--- src/rtl/tx_arbiter.sv ---
`default_nettype none
// +----------------------------------------------------------------------------+
// | tx_arbiter                                                                 |
// | Round-robin scheduler sharing one serial byte sender among NUM_REQ         |
// | requesters. Optional SEND watchdog enabled by defining TX_TIMEOUT_EN.      |
// | Revision: 1.0                                                              |
// +----------------------------------------------------------------------------+
module tx_arbiter #(
    parameter int NUM_REQ        = 4,
    parameter int ID_W           = 2,
    parameter int PARK_CYCLES    = 3,
    parameter int TIMEOUT_CYCLES = 4096
) (
    input  logic                 clk,
    input  logic                 rst_n,
    input  logic [NUM_REQ-1:0]   req,
    input  logic [8*NUM_REQ-1:0] req_data,
    output logic [NUM_REQ-1:0]   ack,
    output logic                 tx_err,
    output logic [7:0]           tx_data,
    output logic                 tx_en,
    input  logic                 tx_status,
    output logic                 busy,
    output logic [ID_W-1:0]      grant_id
);

    localparam int              c_PARK_W  = $clog2(PARK_CYCLES);
    localparam logic [ID_W:0]   c_NUM_REQ = (ID_W+1)'(NUM_REQ);
    localparam logic [ID_W-1:0] c_LAST_ID = ID_W'(NUM_REQ-1);

    if (ID_W != $clog2(NUM_REQ) || NUM_REQ < 2 || NUM_REQ > 8 ||
        PARK_CYCLES < 2 || TIMEOUT_CYCLES < 1) begin : g_param_check
        $error("tx_arbiter: illegal parameter set");
    end

    typedef enum logic [2:0] {
        S_IDLE = 3'd0,
        S_LOAD = 3'd1,
        S_SEND = 3'd2,
        S_DONE = 3'd3,
        S_PARK = 3'd4
    } state_t;

    state_t                r_state, w_state_nx;
    logic [ID_W-1:0]       r_rr, w_rr_nx;
    logic [c_PARK_W-1:0]   r_park, w_park_nx;
    logic [ID_W-1:0]       w_grant_nx;
    logic [7:0]            w_data_nx;
    logic [NUM_REQ-1:0]    w_ack_nx;
    logic                  w_en_nx;
    logic                  w_busy_nx;
    logic                  w_any;
    logic [ID_W-1:0]       w_pick;
    logic [7:0]            w_pick_data;
    logic [ID_W:0]         w_idx;

`ifdef TX_TIMEOUT_EN
    localparam int              c_TO_W    = $clog2(TIMEOUT_CYCLES + 1);
    localparam logic [c_TO_W-1:0] c_TO_LAST = c_TO_W'(TIMEOUT_CYCLES - 1);
    logic [c_TO_W-1:0]     r_to, w_to_nx;
    logic                  w_err_nx;
`endif

    // Scan downward so the lowest offset from the rr pointer wins.
    always_comb begin
        w_any       = 1'b0;
        w_pick      = '0;
        w_idx       = '0;
        w_pick_data = '0;
        for (int k = NUM_REQ - 1; k >= 0; k--) begin
            w_idx = {1'b0, r_rr} + (ID_W+1)'(k);
            if (w_idx >= c_NUM_REQ) w_idx = w_idx - c_NUM_REQ;
            if (req[w_idx[ID_W-1:0]]) begin
                w_any  = 1'b1;
                w_pick = w_idx[ID_W-1:0];
            end
        end
        for (int i = 0; i < NUM_REQ; i++) begin
            if (w_pick == ID_W'(i)) w_pick_data = req_data[8*i +: 8];
        end
    end

    always_comb begin
        w_state_nx = r_state;
        w_rr_nx    = r_rr;
        w_park_nx  = r_park;
        w_grant_nx = grant_id;
        w_data_nx  = tx_data;
        w_ack_nx   = '0;
`ifdef TX_TIMEOUT_EN
        w_to_nx    = r_to;
        w_err_nx   = 1'b0;
`endif
        case (r_state)
            // A status still high from the previous frame must not start a new one.
            S_IDLE: begin
                if (w_any && !tx_status) begin
                    w_state_nx = S_LOAD;
                    w_grant_nx = w_pick;
                    w_data_nx  = w_pick_data;
                end
            end
            S_LOAD: begin
                w_state_nx = S_SEND;
`ifdef TX_TIMEOUT_EN
                w_to_nx    = '0;
`endif
            end
            S_SEND: begin
                if (tx_status) begin
                    w_state_nx = S_DONE;
                    w_ack_nx[grant_id] = 1'b1;
                end
`ifdef TX_TIMEOUT_EN
                else if (r_to == c_TO_LAST) begin
                    w_state_nx = S_DONE;
                    w_ack_nx[grant_id] = 1'b1;
                    w_err_nx   = 1'b1;
                end else begin
                    w_to_nx = r_to + c_TO_W'(1);
                end
`endif
            end
            S_DONE: begin
                w_state_nx = S_PARK;
                w_park_nx  = c_PARK_W'(PARK_CYCLES - 1);
                w_rr_nx    = (grant_id == c_LAST_ID) ? '0 : grant_id + ID_W'(1);
            end
            S_PARK: begin
                if (r_park == '0) w_state_nx = S_IDLE;
                else              w_park_nx  = r_park - c_PARK_W'(1);
            end
            default: w_state_nx = S_IDLE;
        endcase
        w_en_nx   = (w_state_nx != S_SEND);
        w_busy_nx = (w_state_nx != S_IDLE);
    end

    always_ff @(posedge clk or negedge rst_n) begin
        if (!rst_n) begin
            r_state  <= S_IDLE;
            r_rr     <= '0;
            r_park   <= '0;
            grant_id <= '0;
            tx_data  <= '0;
            tx_en    <= 1'b1;
            ack      <= '0;
            busy     <= 1'b0;
        end else begin
            r_state  <= w_state_nx;
            r_rr     <= w_rr_nx;
            r_park   <= w_park_nx;
            grant_id <= w_grant_nx;
            tx_data  <= w_data_nx;
            tx_en    <= w_en_nx;
            ack      <= w_ack_nx;
            busy     <= w_busy_nx;
        end
    end

`ifdef TX_TIMEOUT_EN
    always_ff @(posedge clk or negedge rst_n) begin
        if (!rst_n) begin
            r_to   <= '0;
            tx_err <= 1'b0;
        end else begin
            r_to   <= w_to_nx;
            tx_err <= w_err_nx;
        end
    end
`else
    assign tx_err = 1'b0;
`endif

endmodule
`default_nettype wire

--- config.mk ---
export PLATFORM = sky130hd
export DESIGN_NAME = tx_arbiter
export DESIGN_NICKNAME = d
export VERILOG_FILES = /design/src/rtl/tx_arbiter.sv
export SDC_FILE = /design/constraint.sdc
export NUM_CORES = 1
export LEC_CHECK = 0
export BUFFER_PORTS_ARGS = -buffer_cell sky130_fd_sc_hd__clkbuf_2
export CORE_UTILIZATION = 42
export CTS_CLUSTER_SIZE = 12
export DETAILED_ROUTE_END_ITERATION = 12
export GPL_ROUTABILITY_DRIVEN = 1
export PLACE_DENSITY = 0.74
export SLEW_MARGIN = 20
export SYNTH_ARGS = -nofsm -noshare
export SYNTH_HDL_FRONTEND = slang
export SYNTH_SLANG_ARGS = --single-unit
--- constraint.sdc ---
create_clock -name clk -period 1.7 [get_ports clk]
set_clock_uncertainty 0.15 [all_clocks]
set_input_delay 0.255 -clock clk [delete_from_list [all_inputs] [get_ports clk]]
set_output_delay 0.255 -clock clk [all_outputs]
set_load 0.01 [all_outputs]
# Word-level counts from Yosys, hierarchy flattened
# Index checks and enable logic that the tools add are counted.
# op_classes
addsub,9
magnitude_cmp,10
eq_ne,10
mux,35
reduce_logical,10
# op_table
operator,count
8-bit two-way mux,4
2-bit two-way mux,10
"2-bit by 3-bit less-than comparator with 1-bit output, second input constant",5
3-bit case mux with 5 select lines,1
"2-bit by 1-bit subtractor with 2-bit output, second input constant",5
"3-bit greater-or-equal comparator, second input constant",3
1-bit two-way mux,9
3-bit two-way mux,3
1-bit binary-select mux with 2-bit select,4
4-bit two-way mux,2
"2-bit by 2-bit adder with 3-bit output, second input constant",2
"2-bit equality test, second input constant",3
"3-bit by 2-bit equality test with 1-bit output, second input constant",2
2-bit zero test,2
2-bit case mux with 2 select lines,1
2-bit AND reduction,2
"2-bit by 1-bit adder with 3-bit output, second input constant",1
"3-bit by 1-bit equality test with 1-bit output, second input constant",1
"3-bit equality test, second input constant",1
"2-bit by 3-bit greater-or-equal comparator with 1-bit output, second input constant",1
3-bit zero test,1
"3-bit by 2-bit != test with 1-bit output, second input constant",1
3-bit nonzero test,1
"2-bit by 1-bit adder with 2-bit output, second input constant",1
7 further kinds,8
# totals
regBits,23
inputBits,39
out_inout_bits,17
word_cells,82

# Longest topological paths before layout
# Gate-level depths: netlist of the first run.
# logic_depth
word_depth,14
ltp_mapped,7

# Least setup slack after synthesis of the first run
# OpenSTA, ideal clock, no wires.
# synth_timing
path_kind,flip-flop to flip-flop
from,register r_rr[1]
to,register tx_data[0]
t_arrival_ps,1400
path_slack_ps,20
path_stages_with_launch,7
cell_sequence,dfrtp_1 buf_6 mux2i_1 o22ai_4 nor2_8 mux2i_1 o211ai_2
# synth_between
elab_chain_len,14
elab_cells_between_ends,41
cone_classes,7 x add/sub; 4 x order compare; 3 x eq/ne; 24 x mux; 3 x reduce/logical
# synth_lines
item,line_no,text
"start, declared",45,"logic [ID_W-1:0] r_rr, w_rr_nx;"
"start signal, assigned",151,r_rr <= w_rr_nx;
2-bit by 2-bit adder with 3-bit output,71,"w_idx = {1'b0, r_rr} + (ID_W+1)'(k);"
3-bit greater-or-equal comparator or 2-bit by 1-bit subtractor with 2-bit output (tied branches),72,if (w_idx >= c_NUM_REQ) w_idx = w_idx - c_NUM_REQ;
2-bit two-way mux,72,
1-bit binary-select mux with 2-bit select,73,if (req[w_idx[ID_W-1:0]]) begin
1-bit two-way mux (implied by the code),73,
2-bit two-way mux (4 in series),73,
2-bit zero test,79,if (w_pick == ID_W'(i)) w_pick_data = req_data[8*i +: 8];
8-bit two-way mux (4 in series),79,
"end signal, assigned",154,tx_data <= w_data_nx;
"end, declared",20,"output logic [7:0] tx_data,"
# Several ways; a longest one is shown, not always the timed one. The select of a mux whose other input is x is not followed.
# A chain may end at the register's enable or synchronous reset.

# Worst setup path after layout of the first run
# layout_timing
from,register r_rr[1]
to,register tx_data[5]
# Same word-level chain as after synthesis.

==> results by group, run 1 <==
Power
  • P_sw: 1120 µW
  • Seq pwr share: 0.335
  • Overall power: 2770 µW
  • Switching Share: 0.405
  • Clock power frac: 0.093
  • Pwr dens: 1440 nW/µm²
  • P_int: 1650 µW
  • Peak supply drop: 0.000799 V
  • Comb power frac: 0.572
  • Leakage power: 0.000960 µW

Worst setup path
  • Crit path max fanout: 7
  • Delay-heaviest family, CP: compound AO/OA/AOI/OAI gates
  • Worst Path Required: 1.79 ns
  • Crit path max-delay cell type: dfrtp_2
  • Critical path depth in cells: 6
  • CP max stage delay: 0.47 ns
  • CP startpoint: r_rr[1]$_DFFE_PN0N_
  • Startpoint Class: register
  • FF-to-FF Start: r_rr[1]$_DFFE_PN0N_
  • Reg2reg setup slack: -0.08 ns
  • Buf/Inv on CP: 1
  • Crit path cell chain: mux2i_2, o22ai_4, buf_12, o21ai_0, a211o_1, o211ai_2
  • Worst Path Arrival: 1.86 ns
  • CP Class: register to register
  • R2r endpoint: tx_data[5]$_DFFE_PN0P_
  • Worst r2r path cells: 6
  • Crit path capture type: register

Floorplan
  • Core footprint: 3130 µm²
  • Initial Util: 0.450
  • IO Pins: 56
  • Die Wd: 59.9 µm
  • Floorplan row count: 20
  • DIE HEIGHT: 59.9 µm
  • Area of the die: 3590 µm²

Global route
  • First-pass GRT wire length: 5400 µm
  • Initial antenna violation count: 0
  • Tot GR Track Use: 0.202
  • Gr ovfl total: 0
  • Largest net degree at the start of global routing: 24
  • Vias in the first global route: 1219

Clock network
  • H-tree levels: 1
  • Clock-pin transition on the worst setup and hold timing paths: 0.14 ns
  • CTS tree: done
  • CTS Buf Count: 3
  • Skew-Pair Late Insertion Delay: 0.31 ns
  • Root Driver: clkbuf_4
  • Clock Path Buffers: 2
  • CTS sink count: 23

Timing
  • Fin Hold WS: 0.0929 ns
  • Max-slew violation count: 0
  • F_max: 0.563 GHz
  • Final min period: 1.78 ns
  • Final Hold Viols: 0
  • Actual transition at the worst max-transition pin: 0.585 ns
  • Final setup viols: 8
  • Fin crit share: 1.04
  • Setup ws final: -0.0757 ns
  • RSZ-0062 raised after global routing: yes
  • Slew HR: 0.610

Routing
  • Via count: 1294
  • WL/cell: 14.0 µm
  • DR pass1 iterations: 4
  • DRT Wirelength: 3430 µm
  • Final ANT Viol Nets: 0
  • Drt drc: 0
  • DR vias/cell: 5.28
  • 1st-iter DRT viols: 39

Logic synthesis
  • Synth Instances: 131
  • Asr flop ratio synth: 1.00
  • Yosys reg bits: 23
  • Most frequent cells after synthesis: dfrtp_1 (22), nand2_1 (13), o21ai_0 (11), mux2i_1 (9)
  • EDFF count, synth: 0
  • Post-synth cell types: 37
  • Post-Syn Area: 1410 µm²
  • Syn_area_per_cell: 10.7 µm²
  • Most common flop cell mapped by yosys: dfrtp_1
  • Area contributors post-synth: dfrtp_1 (39%), o211ai_2 (7.1%), mux2i_1 (6.4%)
  • Register area share after synthesis: 0.410
  • Top cell type's share of synthesized area: 0.391
  • Yosys warnings: 0
  • Mapped Nets: 175
  • Count leader, synth: dfrtp_1
  • Area leader, netlist: dfrtp_1

Final layout
  • Layout cells sized above 1: 0.507
  • Antenna diodes: 0
  • Net count, final: 246
  • Fill cells: 266
  • Layout area overhead: 36.9%
  • Post-layout util: 0.616

Hold path
  • Hold/Removal Path Class: input pin to register
  • Worst hold path startpoint: req_data[6]
  • Hold depth: 3
  • Hold EP: tx_data[6]$_DFFE_PN0P_

Placement
  • GPL Wtd Cong: 0.745
  • Port buffer count: 54
  • DP Wirelength: 2610 µm

Run status
  • Failing checks: negative setup slack
  • Status: complete, but fails checks

Job
  • Max_cap viols: 0
power by group through the flow:
stage	logic (µW)	registers (µW)	clock network [µW]
after CTS	1520	931	272
after detailed placement	1470	943	0
after global placement	1400	937	0
after floorplan	879	976	0
after global routing	1740	956	285
final	1590	928	258
registers in the layout, indices dropped and copies added, names as in the netlist:
| register | count |
|---|---|
| r_park | 2 |
| r_state | 3 |
| tx_en | 1 |
| tx_data | 8 |
| ack | 4 |
| r_rr | 2 |
| grant_id | 2 |
| busy | 1 |
worst reg2reg max path, delay by kind of cell (launching register included):
| family | cells | cell delay (ns) |
|---|---|---|
| muxes | 1 | 0.19 |
| DFF | 1 | 0.47 |
| buffers and inverters | 1 | 0.16 |
| AOI/OAI and AO/OA | 4 | 0.74 |
through the flow:
step	cells	cell area (µm²)	setup TNS, ns	worst slack [ns]
after detailed placement	238	1850	-1.20	-0.174
after global placement	238	1850	-0.644	-0.0956
after CTS	244	1900	-0.328	-0.0555
after floorplan	131	1410	0	0.0203
final	245	1930	-0.442	-0.0757
after global routing	245	1930	-1.05	-0.149
cells in the final DEF (no fill, tap or decap), drive strengths merged, types with 2 or more instances in the layout:
| master | n |
|---|---|
| a211o | 8 |
| a21oi | 3 |
| and2 | 4 |
| buf | 18 |
| clkbuf | 57 |
| dfrtp | 22 |
| ha | 5 |
| inv | 5 |
| mux2 | 2 |
| mux2i | 9 |
| nand2 | 13 |
| nand2b | 3 |
| nand3 | 8 |
| nor2 | 4 |
| o211ai | 8 |
| o21ai | 12 |
| o22ai | 2 |
repair_timing:
action	in CTS	in global routing
setup endpoints to repair	8	10
hold endpoints to repair	22	0
hold buffers	1	0
pin swaps	0	1
buffers inserted	1	1
resized for setup	3	5
layer usage:
layer	GRT usage	up-vias	share of wire
li1	-	614	-
met1	0.241	636	0.41
met2	0.367	40	0.55
met3	0.0281	4	0.031
met4	0.0764	0	0.011
met5	0	-	0
logic make-up (layout without fill, tap and decap cells):
kind of cell | Yosys count | after routing | synth area share
AO/OA/AOI/OAI | 40 | 40 | 0.253
AND/OR/NAND/NOR | 38 | 38 | 0.160
flip-flops | 23 | 23 | 0.410
buffers and inverters | 12 | 82 | 0.0436
multiplexers | 11 | 11 | 0.0800
adder cells (fa/ha/maj) | 5 | 5 | 0.0444
other | 1 | 1 | 0.00266
XOR/XNOR | 1 | 1 | 0.00622
worst max path at each step:
stage                     slack, ns                endpoint
after floorplan                0.02  tx_data[0]$_DFFE_PN0P_
after global placement         -0.1  tx_data[5]$_DFFE_PN0P_
after detailed placement      -0.17  tx_data[0]$_DFFE_PN0P_
after CTS                     -0.06  tx_data[5]$_DFFE_PN0P_
after global routing          -0.15  tx_data[3]$_DFFE_PN0P_
final                         -0.08  tx_data[5]$_DFFE_PN0P_
layout make-up:
cell class                      instances  area, µm²  area share
Inverter                                5       18.8     0.00974
Timing Repair Buffer                   73        444       0.231
Clock buffer                            3       22.5      0.0117
Tap cell                               44       55.1      0.0286
Multi-Input combinational cell         96        803       0.417
Clock inverter                          1       5.00     0.00260
Sequential cell                        23        578       0.300
Power figures use the tool's default switching activity.
==> run 2, diff against run 1 <==
--- a/config.mk
+++ b/config.mk
@@ -10,7 +10,7 @@
 export CTS_CLUSTER_SIZE = 12
 export DETAILED_ROUTE_END_ITERATION = 12
 export GPL_ROUTABILITY_DRIVEN = 1
-export PLACE_DENSITY = 0.74
+export PLACE_DENSITY = 0.71
 export SLEW_MARGIN = 20
 export SYNTH_ARGS = -nofsm -noshare
 export SYNTH_HDL_FRONTEND = slang
==> run 2 against run 1 <==
Effect of this change:
- the run still ends with negative setup slack left
- global-route usage grew 0.59 points
- clock power grew 5%
- sequential power grew 0.5%
- fmax shrank 2.5%
- combinational power grew 4%
- critical path depth is the same
- power grew 3.2%
- clock-buffer cell count is the same
- first-iteration DRC count grew 85%
- routed wire length grew 3.8%
- setup slack lost 0.045 ns
- sequential cell count is the same
- largest cell class unchanged
- largest power group unchanged
==> results by group, run 2 (same netlist as run 1, synthesis figures left out) <==
Run status
  • Status: complete, but fails checks
  • Failing checks: negative setup slack

Clock network
  • H-tree levels: 1
  • Post-CTS setup buffer count: 0
  • Clock Path Buffers: 2
  • CTS Buf Count: 3
  • CTS tree: done
  • Clock-pin transition on the worst setup and hold timing paths: 0.14 ns
  • Root Driver: clkbuf_4
  • CTS sink count: 23
  • Skew-Pair Late Insertion Delay: 0.31 ns

Timing
  • Max-slew violation count: 0
  • Final min period: 1.82 ns
  • Final setup viols: 8
  • Setup ws final: -0.121 ns
  • F_max: 0.549 GHz
  • Fin crit share: 1.07
  • RSZ-0062 raised after global routing: yes
  • Slew HR: 0.602
  • Setup_tns: -0.674 ns
  • Actual transition at the worst max-transition pin: 0.598 ns
  • Final Hold Viols: 0

Final layout
  • Layout area overhead: 39.6%
  • Layout cells sized above 1: 0.535
  • Largest register FFs: 8
  • Regs by FF count: tx_data x8, ack x4, r_state x3
  • Post-layout util: 0.628
  • Commonest non-fill, non-tap cells in the layout: clkbuf_2 (54), dfrtp_1 (21), buf_4 (16), nand2_1 (12)
  • Net count, final: 247
  • Most common cell after layout, fill and taps aside: clkbuf_2
  • Antenna diodes: 0
  • Biggest register: tx_data

Global route
  • Tot GR Track Use: 0.208
  • Met3 GRT Util: 0.0368
  • Gr ovfl total: 0
  • Met2 Usage GRT: 0.371
  • First-pass GRT wire length: 5560 µm
  • Grt peak-use layer: met2
  • Grt met1 use: 0.246
  • Vias in the first global route: 1260
  • Initial antenna violation count: 0
  • Largest net degree at the start of global routing: 24

Worst setup path
  • Crit path capture type: register
  • Worst Path Required: 1.76 ns
  • Startpoint Class: register
  • Worst Path Arrival: 1.88 ns
  • Crit path max fanout: 4
  • CP Class: register to register

Power
  • Overall power: 2860 µW
  • Peak supply drop: 0.000705 V
  • Pwr dens: 1460 nW/µm²
  • Leakage power: 0.000961 µW

Routing
  • Via count: 1276
  • DRT Wirelength: 3560 µm
  • WL/cell: 14.5 µm
  • DR pass1 iterations: 4
  • DR vias/cell: 5.19
  • 1st-iter DRT viols: 72
  • Final ANT Viol Nets: 0
  • Drt drc: 0

Job
  • Max_cap viols: 0

Floorplan
  • IO Pins: 56
  • DIE HEIGHT: 59.9 µm
  • Area of the die: 3590 µm²
  • Core footprint: 3130 µm²
  • Initial Util: 0.450
  • Floorplan row count: 20
  • Die Wd: 59.9 µm

Placement
  • Port buffer count: 54
  • GPL Wtd Cong: 0.799
  • Dpl ws: -0.130 ns
  • DP Wirelength: 2720 µm

Hold path
  • Hold/Removal Path Class: input pin to register
[run 2: cell types whose count changed in the layout (fill, tap and decap cells not counted), moves of 2 or more]
cell	before	now
o21ai_0	10	4
mux2i_1	7	3
o21ai_1	2	6
mux2i_2	2	5
o21ai_2	0	2
[run 2: worst paths after layout]
path	from	slack, ns	cells after the start	endpoint
max in group asynchronous	rst_n	0.66	2	r_rr[1]$_DFFE_PN0N_
setup / recovery	r_rr[1]$_DFFE_PN0N_	-0.12	6	tx_data[6]$_DFFE_PN0P_
min in group asynchronous	rst_n	0.32	2	ack[3]$_DFF_PN0_
hold / removal	req_data[10]	0.08	3	tx_data[2]$_DFFE_PN0P_
hold reg to reg	r_park[0]$_DFFE_PN0P_	0.30	1	r_park[0]$_DFFE_PN0P_
setup reg to reg	r_rr[1]$_DFFE_PN0N_	-0.12	6	tx_data[6]$_DFFE_PN0P_
[run 2: layout make-up]
class | instances | area, µm²
Fill cell | 266 | 1160
Multi-Input combinational cell | 97 | 843
Sequential cell | 23 | 578
Timing Repair Buffer | 73 | 440
Tap cell | 44 | 55.1
Clock buffer | 3 | 22.5
Inverter | 5 | 18.8
Clock inverter | 1 | 7.51
[run 2: power by group]
| group | internal, µW | switching [µW] |
|---|---|---|
| registers | 771 | 163 |
| logic | 817 | 839 |
| clock network | 89.7 | 182 |
| total | 1680 | 1180 |
[run 2: critical path, stage by stage, from the launching register on]
cell and delay, ns:
dfrtp_2 0.48, buf_4 0.16, a21boi_4 0.19, o22ai_4 0.15, nor2_4 0.24, mux2i_2 0.27, o211ai_2 0.09
[run 2: stage by stage]
stage | hold WS, ns | area [µm²] | cells
2_1_floorplan | -0.191 | 1410 | 131
3_5_place_dp | 0.138 | 1860 | 240
6_report | 0.0850 | 1970 | 246
5_1_grt | 0.0881 | 1970 | 246
4_1_cts | 0.0893 | 1950 | 246
3_3_place_gp | 0.124 | 1860 | 240
[run 2: metal layers]
metal	up-vias	wire (µm)
li1	619	-
met1	617	1490
met2	32	1890
met3	8	103
met4	0	74
met5	-	0
[run 2: repair_timing]
item                                   CTS  global route
endpoints found under the hold margin   22             0
setup endpoints to repair                8             9
gates cloned                             1             0
resized for setup                       15             5
pin swaps                               11             3
hold buffers                             1             0
==> run 3, diff against run 2 <==
--- a/config.mk
+++ b/config.mk
@@ -6,7 +6,9 @@
 export NUM_CORES = 1
 export LEC_CHECK = 0
 export BUFFER_PORTS_ARGS = -buffer_cell sky130_fd_sc_hd__clkbuf_2
-export CORE_UTILIZATION = 42
+export CELL_PAD_IN_SITES_DETAIL_PLACEMENT = 0
+export CELL_PAD_IN_SITES_GLOBAL_PLACEMENT = 1
+export CORE_UTILIZATION = 32
 export CTS_CLUSTER_SIZE = 12
 export DETAILED_ROUTE_END_ITERATION = 12
 export GPL_ROUTABILITY_DRIVEN = 1
==> run 3 against run 2 <==
Effect of this change:
- the run still ends with negative setup slack left
- clock-buffer cell count up 1
- first-iteration DRC count shrank 69%
- combinational power about the same
- critical path type unchanged
- critical endpoint is now tx_data[2]$_DFFE_PN0P_
==> results by group, run 3 (same netlist as run 1, synthesis figures left out) <==
Clock network
  • Clock Path Buffers: 2
  • CTS tree: done
  • Skew-Pair Late Insertion Delay: 0.26 ns
  • CTS Buf Count: 3
  • Clock-pin transition on the worst setup and hold timing paths: 0.08 ns
  • CTS sink count: 23
  • H-tree levels: 1
  • Root Driver: clkbuf_8

Timing
  • Setup ws final: -0.0958 ns
  • Final setup viols: 9
  • Final min period: 1.80 ns
  • Actual transition at the worst max-transition pin: 0.581 ns
  • RSZ-0062 raised after global routing: yes
  • Setup_tns: -0.618 ns
  • Slew HR: 0.613
  • Final Hold Viols: 0
  • Max-slew violation count: 0
  • F_max: 0.557 GHz
  • Fin crit share: 1.06

Routing
  • WL/cell: 14.3 µm
  • DR vias/cell: 4.95
  • Drt drc: 0
  • DR pass1 iterations: 4
  • 1st-iter DRT viols: 22
  • Via count: 1253
  • DRT Wirelength: 3620 µm
  • Final ANT Viol Nets: 0

Placement
  • DP Cell Count: 244
  • GPL Wtd Cong: 0.860
  • Port buffer count: 54
  • Dpl ws: -0.111 ns
  • DP Wirelength: 2780 µm
  • Placed Area: 1850 µm²

Floorplan
  • Die Wd: 68.3 µm
  • Initial Util: 0.342
  • Area of the die: 4670 µm²
  • DIE HEIGHT: 68.3 µm
  • Floorplan row count: 23
  • IO Pins: 56
  • Core footprint: 4120 µm²

Power
  • Peak supply drop: 0.000544 V
  • Pwr dens: 1460 nW/µm²
  • Overall power: 2970 µW
  • Leakage power: 0.000985 µW

Global route
  • Vias in the first global route: 1291
  • Gr ovfl total: 0
  • Tot GR Track Use: 0.170
  • Largest net degree at the start of global routing: 24
  • First-pass GRT wire length: 5860 µm
  • Initial antenna violation count: 0

Worst setup path
  • R2r endpoint: tx_data[2]$_DFFE_PN0P_
  • FF-to-FF Start: r_rr[1]$_DFFE_PN0N_
  • Crit path max-delay cell type: dfrtp_2
  • Reg2reg setup slack: -0.1 ns
  • Worst Path Arrival: 1.83 ns
  • Worst r2r path cells: 6
  • CP Class: register to register
  • Crit path cell chain: mux2i_4, o22ai_4, buf_6, o21ai_1, a211o_1, o211ai_2
  • Worst Path Required: 1.74 ns
  • Buf/Inv on CP: 1
  • Crit path capture type: register
  • Crit path max fanout: 7
  • Startpoint Class: register
  • Delay-heaviest family, CP: compound AO/OA/AOI/OAI gates
  • CP max stage delay: 0.46 ns

Final layout
  • Most common cell after layout, fill and taps aside: clkbuf_2
  • Biggest register: tx_data
  • Commonest non-fill, non-tap cells in the layout: clkbuf_2 (54), dfrtp_1 (21), nand2_1 (13), buf_4 (13)
  • Final Non-Filler Cells: 253
  • Design area: 2030 µm²
  • Net count, final: 248
  • Largest register FFs: 8
  • Fill cells: 383
  • Regs by FF count: tx_data x8, ack x4, r_state x3
  • Layout area overhead: 44.4%
  • Antenna diodes: 0
  • Layout cells sized above 1: 0.537

Hold path
  • Worst hold path startpoint: req_data[5]
  • Hold EP: tx_data[5]$_DFFE_PN0P_
  • Hold depth: 3
  • Hold/Removal Path Class: input pin to register

Job
  • Max_cap viols: 0

Run status
  • Failing checks: negative setup slack
  • Status: complete, but fails checks
-- run 3: layout make-up --
type / count / area, µm² / area share
tap: 50 / 62.6 / 0.0308
multi-input combinational: 97 / 866 / 0.426
timing repair buffer: 74 / 463 / 0.228
clock buffer: 4 / 45.0 / 0.0222
inverter: 5 / 18.8 / 0.00923
sequential: 23 / 578 / 0.284
-- run 3: report_power, final --
part	internal (µW)	switching, µW
clock	167	173
sequential	773	175
combinational	839	841
-- run 3: how the worst max path moves through the flow --
stage	slack, ns	depth (start not counted)	end	start
detailed placement	-0.11	5	tx_data[6]$_DFFE_PN0P_	r_rr[1]$_DFFE_PN0N_
global route	-0.16	6	tx_data[6]$_DFFE_PN0P_	r_rr[1]$_DFFE_PN0N_
floorplan	0.02	6	tx_data[0]$_DFFE_PN0P_	r_rr[1]$_DFFE_PN0N_
finish	-0.1	6	tx_data[2]$_DFFE_PN0P_	r_rr[1]$_DFFE_PN0N_
global placement	-0.05	5	tx_data[6]$_DFFE_PN0P_	r_rr[1]$_DFFE_PN0N_
CTS	-0.1	6	tx_data[6]$_DFFE_PN0P_	r_rr[1]$_DFFE_PN0N_
-- run 3: per-layer routing --
metal | global-route usage | share of wire
met5 | 0 | 0
met4 | 0.0729 | 0.014
met3 | 0.0233 | 0.036
met2 | 0.293 | 0.53
met1 | 0.210 | 0.42
-- run 3: per-stage QoR --
stage	hold slack, ns	utilization
detailed placement	0.139	0.451
finish	0.140	0.494
global route	0.134	0.494
global placement	0.128	0.451
CTS	0.140	0.483
floorplan	-0.191	-
-- run 3: worst reg2reg max path: cells and delay by family, from the launching register on --
kind	cells	cell delay, ns
AO/OA/AOI/OAI	4	0.70
multiplexers	1	0.21
flip-flops	1	0.46
buffers and inverters	1	0.20
-- run 3: repair_timing --
action | 4_1_cts | 5_1_grt
hold buffers | 1 | 0
gates resized for setup | 18 | 8
endpoints found under the setup margin | 8 | 9
pin swaps | 9 | 8
cloned | 1 | 0
hold endpoints to repair | 22 | 0
setup buffers | 1 | 2
